<file path="config.mk">
export PLATFORM = sky130hd
export DESIGN_NAME = store_trace_capture
export DESIGN_NICKNAME = d
export VERILOG_FILES = /design/src/rtl/store_trace_capture.sv
export SDC_FILE = /design/constraint.sdc
export NUM_CORES = 1
export LEC_CHECK = 0
export BUFFER_PORTS_ARGS = -buffer_cell sky130_fd_sc_hd__buf_4
export CAP_MARGIN = 15
export CORE_MARGIN = 5
export CORE_UTILIZATION = 64
export DETAILED_ROUTE_END_ITERATION = 16
export PLACE_DENSITY = 0.84
export SLEW_MARGIN = 10
export SYNTH_ARGS = -nofsm -noshare
export SYNTH_HDL_FRONTEND = slang
export SYNTH_SLANG_ARGS = --single-unit
</file>
<file path="constraint.sdc">
create_clock -name i_CLK -period 15.4 [get_ports i_CLK]
set_input_delay 3.08 -clock i_CLK [delete_from_list [all_inputs] [get_ports i_CLK]]
set_output_delay 3.08 -clock i_CLK [all_outputs]
set_load 0.01 [all_outputs]
</file>
<file path="src/rtl/store_trace_capture.sv">
// store_trace_capture
// Sits on the SoC data-memory write port. Stores that land inside
// [Window_Base, Window_Limit] are queued in a first-word-fall-through FIFO
// for a downstream consumer, and the store to Term_Addr latches a sticky
// PASS/FAIL verdict.
//
// Optional feature: define STORE_TRACE_DROP_COUNT_EN to add o_Drop_Count, a
// saturating 16-bit count of in-window stores dropped while the FIFO was full.
//
// Handshake: o_Trace_Valid/i_Trace_Ready follow strict valid/ready rules.
// The head entry (o_Trace_Address/o_Trace_Data) is held stable while valid is
// high and ready is low. A transfer happens on any rising edge where both are
// high. Valid never depends on ready. Ready is ignored while valid is low.
//
// o_Dbg_State exposes the verdict FSM state: 0 = RUN, 1 = PASS, 2 = FAIL.
module store_trace_capture #(
  parameter int unsigned          BusWidth     = 32,
  parameter int unsigned          Depth        = 8,
  parameter logic [BusWidth-1:0]  Window_Base  = 0,
  parameter logic [BusWidth-1:0]  Window_Limit = 255,
  parameter logic [BusWidth-1:0]  Term_Addr    = 100,
  parameter logic [BusWidth-1:0]  Term_Data    = 7
) (
  input  logic                        i_CLK,
  input  logic                        i_RESET,
  input  logic                        i_Mem_Write,
  input  logic [BusWidth-1:0]         i_Address,
  input  logic [BusWidth-1:0]         i_Write_Data,
  output logic                        o_Trace_Valid,
  input  logic                        i_Trace_Ready,
  output logic [BusWidth-1:0]         o_Trace_Address,
  output logic [BusWidth-1:0]         o_Trace_Data,
  output logic [$clog2(Depth):0]      o_Count,
  output logic                        o_Full,
  output logic                        o_Empty,
  output logic                        o_Overflow,
  output logic                        o_Done,
  output logic                        o_Pass,
`ifdef STORE_TRACE_DROP_COUNT_EN
  output logic [15:0]                 o_Drop_Count,
`endif
  output logic [1:0]                  o_Dbg_State
);

  localparam int unsigned AW = $clog2(Depth);
  localparam int unsigned CW = AW + 1;
  localparam logic [CW-1:0] FULL_COUNT = CW'(Depth);
  // Window span; the address check subtracts the base so a single unsigned
  // compare covers both bounds.
  localparam logic [BusWidth-1:0] WINDOW_SPAN = Window_Limit - Window_Base;

  typedef enum logic [1:0] {
    RUN  = 2'd0,
    PASS = 2'd1,
    FAIL = 2'd2
  } state_t;

  state_t              state;
  state_t              state_next;

  logic [BusWidth-1:0] store_addr [Depth];
  logic [BusWidth-1:0] store_data [Depth];
  logic [AW-1:0]       wr_ptr;
  logic [AW-1:0]       rd_ptr;
  logic [CW-1:0]       count;
  logic                overflow;

  logic                in_window;
  logic                is_term;
  logic                hit;
  logic                pop;
  logic                push;
  logic                drop;

  // Classify this cycle's store and decide push / pop / drop.
  always_comb begin
    in_window = (i_Address - Window_Base) <= WINDOW_SPAN;
    is_term   = i_Mem_Write && (i_Address == Term_Addr);
    hit       = i_Mem_Write && in_window && (state == RUN);
    pop       = o_Trace_Valid && i_Trace_Ready;
    push      = hit && (!o_Full || pop);
    drop      = hit && o_Full && !pop;
  end

  // Verdict next-state: only the first terminal store while running counts.
  always_comb begin
    state_next = state;
    if (state == RUN && is_term) begin
      state_next = (i_Write_Data == Term_Data) ? PASS : FAIL;
    end
  end

  // Verdict state register.
  always_ff @(posedge i_CLK) begin
    if (i_RESET) state <= RUN;
    else         state <= state_next;
  end

  // FIFO pointers, occupancy and sticky overflow flag.
  always_ff @(posedge i_CLK) begin
    if (i_RESET) begin
      wr_ptr   <= '0;
      rd_ptr   <= '0;
      count    <= '0;
      overflow <= 1'b0;
    end else begin
      if (push) wr_ptr <= wr_ptr + AW'(1);
      if (pop)  rd_ptr <= rd_ptr + AW'(1);
      case ({push, pop})
        2'b10:   count <= count + CW'(1);
        2'b01:   count <= count - CW'(1);
        default: count <= count;
      endcase
      if (drop) overflow <= 1'b1;
    end
  end

  // Entry storage; contents are don't-care until written, so no reset.
  always_ff @(posedge i_CLK) begin
    if (push) begin
      store_addr[wr_ptr] <= i_Address;
      store_data[wr_ptr] <= i_Write_Data;
    end
  end

`ifdef STORE_TRACE_DROP_COUNT_EN
  logic [15:0] drop_count;

  // Saturating count of dropped in-window stores.
  always_ff @(posedge i_CLK) begin
    if (i_RESET)                        drop_count <= '0;
    else if (drop && drop_count != '1)  drop_count <= drop_count + 16'd1;
  end

  assign o_Drop_Count = drop_count;
`endif

  assign o_Count         = count;
  assign o_Full          = (count == FULL_COUNT);
  assign o_Empty         = (count == '0);
  assign o_Trace_Valid   = !o_Empty;
  assign o_Trace_Address = store_addr[rd_ptr];
  assign o_Trace_Data    = store_data[rd_ptr];
  assign o_Overflow      = overflow;
  assign o_Done          = (state != RUN);
  assign o_Pass          = (state == PASS);
  assign o_Dbg_State     = state;

endmodule

</file>
==> flow_summary.json <==
{
  "outcome": "complete, no violations",
  "layout_common_cells": "512 x edfxtp_1, 157 x buf_4, 128 x mux4_2, 66 x mux2_2, 53 x clkbuf_16",
  "period_minus_slack_ns": 6.55,
  "rsz0062_at_grt": "no",
  "r2r_cells": 6,
  "synthDistinctLibCells": 43,
  "grt_max_degree": 75,
  "rows": 65,
  "track_usage_pct": 23.8,
  "leakagePower_nw": 7.33,
  "syn_avg_cell_area_um2": 23.5,
  "worst_pin_slew_ns": 1.12,
  "start_util_pct": 64.3,
  "period_share_pct": 42.5,
  "cts_sinks": 528,
  "min_from": "rd_ptr[1]",
  "setup_viol": 0,
  "gp_congestion": 0.770,
  "cp-endpoint": "o_Trace_Address[29]",
  "yosys.area.top_type": "edfxtp_1",
  "r2r_start": "o_Dbg_State[1]",
  "ant_nets": 0,
  "top_usage_layer": "met2",
  "ctsResizeCount": 0,
  "overflow": 0,
  "hold_class": "flip-flop to flip-flop",
  "ys_seq_area_share_pct": 77.9,
  "core_mm2": 0.0313,
  "slew_headroom_pct": 25.5,
  "async_reset_ff_share_pct": 0,
  "post-cts-setup-buffer-count": 0,
  "cts_tree": "done",
  "drive_gt1_share_pct": 40.4,
  "cellPowerDensity_mw_per_mm2": 128,
  "synth.yosys.warnings": 0,
  "arrival_ns": 3.47,
  "ir_worst_vdd_uv": 96.9,
  "numPortBuffers": 143,
  "rr_endpoint": "store_data[3][24]",
  "via_per_inst": 6.46,
  "antenna_found_initial": 0,
  "areaGrowthSynthToFinish_pct": 15.3,
  "postCtsHoldBufs": 0,
  "wire_per_inst_um": 28.3,
  "synth_area_mm2": 0.0201,
  "dr.pass1.iters": 5,
  "endpoint_kind": "output port",
  "fin_nets": 1100,
  "diodes": 0,
  "crit_chain": "buf_4 > mux4_2 > mux2_2 > buf_4",
  "cts-root-buf": "clkbuf_16",
  "slew_viol_final": 0,
  "max_freq_mhz": 153,
  "r2r_slack_ns": 11.59,
  "synth_top_area_share_pct": 76.4,
  "synth_seq_cells": 528,
  "startpoint_type": "flip-flop",
  "critical_path_class": "flip-flop to output port",
  "max_stage_delay_ns": 0.94,
  "syn-instance-count": 858,
  "final.setup_skew_ns": 0.0181,
  "use_met2_pct": 40.0,
  "die_w_um": 187,
  "synth_edf_count": 512,
  "cp_max_fo": 45,
  "drc": 0,
  "routed_wl_um": 41600,
  "synth_ff_type": "edfxtp_1",
  "synthTopCellsByArea": "edfxtp_1 76%, mux4_2 14%, mux2_2 3.7%",
  "vias": 9494,
  "use_met1_pct": 33.5,
  "final_cell_area_mm2": 0.0232,
  "cts_buffer_depth": 3,
  "finalHoldViolations": 0,
  "slowest_stage": "dfxtp_4",
  "die_h_um": 187,
  "die_area_mm2": 0.0351,
  "dp_hpwl_um": 21200,
  "io_pins": 144,
  "cp_common_cell": "buf_4",
  "drv_cap": 0,
  "use_met3_pct": 4.70,
  "cp.required_ns": 12.32,
  "grt_pass1_wl_um": 62700,
  "first_iter_violations": 898,
  "fin_setup_tns_ns": 0,
  "worstSkewPairLatency_ns": 0.55,
  "place_area_mm2": 0.0217,
  "grt_pass1_vias": 9803,
  "htreeDepth": 2,
  "synth_fp_nets": 931,
  "numCtsBuffers": 50,
  "layout.cells.most_common": "edfxtp_1",
  "path_clk_slew_ns": 0.06
}
sequential cells by signal (all words and copies together) (netlist names), named ones only:
name         flops
o_Count          4
o_Dbg_State      2
o_Overflow       1
rd_ptr           3
store_addr     256
store_data     256
wr_ptr           3
cells by family after synthesis:
| logic type | synth area share, % |
|---|---|
| multiplexers | 18.1 |
| AND/OR/NAND/NOR | 1.96 |
| buffers and inverters | 0.963 |
| flip-flops | 77.9 |
| AO/OA/AOI/OAI | 0.435 |
| XOR/XNOR | 0.218 |
| adder cells (fa/ha/maj) | 0.348 |
worst max-delay path, delay by kind of cell (launching register included):
family	cells	cell delay [ns]
buf+inv	2	0.95
mux	2	0.95
flops	1	0.94
cell usage after synthesis, types with 2 or more instances:
cell type,number
a21oi_1,4
and2_1,2
buf_1,8
buf_2,13
clkbuf_1,18
dfxtp_1,16
edfxtp_1,512
ha_1,4
inv_1,7
mux2_2,66
mux4_2,128
nand2_1,7
nand3_1,3
nand4_1,2
nor2_1,18
nor3_1,5
nor3b_1,2
nor4_1,10
nor4_2,2
nor4b_1,5
xnor2_1,3
xor2_1,2
metrics by stage:
step           util, %  instances  worst slack, ns  total power [W]  hold WS [ns]
4_1_cts           74.1       1469             8.73          0.00300         0.473
2_1_floorplan        -        858             3.99          0.00178         0.454
5_1_grt           74.1       1469             8.52          0.00308         0.493
3_5_place_dp      69.3       1377             8.34          0.00188         0.463
3_3_place_gp      69.3       1377             8.41          0.00187         0.454
6_report          74.1       1469             8.85          0.00297         0.470
how the worst min path moves through the flow:
stage                     cells after the start    endpoint  slack [ns]
after floorplan                               2   flip-flop        0.45
after global placement                        2   flip-flop        0.45
after detailed placement                      2  o_Overflow        0.46
after CTS                                     2   flip-flop        0.47
after global routing                          2   flip-flop        0.49
final                                         2   flip-flop        0.47
where the power goes:
part	switching (W)	leakage [nW]	internal, W
logic	0.000108	1.87	0.000144
registers	0.0000181	4.73	0.00158
clock network	0.000498	0.722	0.000632
layer usage:
layer,vias up,wire (um)
met3,60,3400
met5,-,0
met4,0,875
met1,4936,15800
met2,516,21500
li1,3982,-
layout make-up:
class,instances,area (um^2)
clock buffers,69,1400
clock inverters,23,108
fillers,1620,8100
inverters,7,26.3
multi-input cells,283,4290
flip-flops and latches,528,15700
well taps,402,503
repair buffers,157,1180
Power figures use the tool's default switching activity.
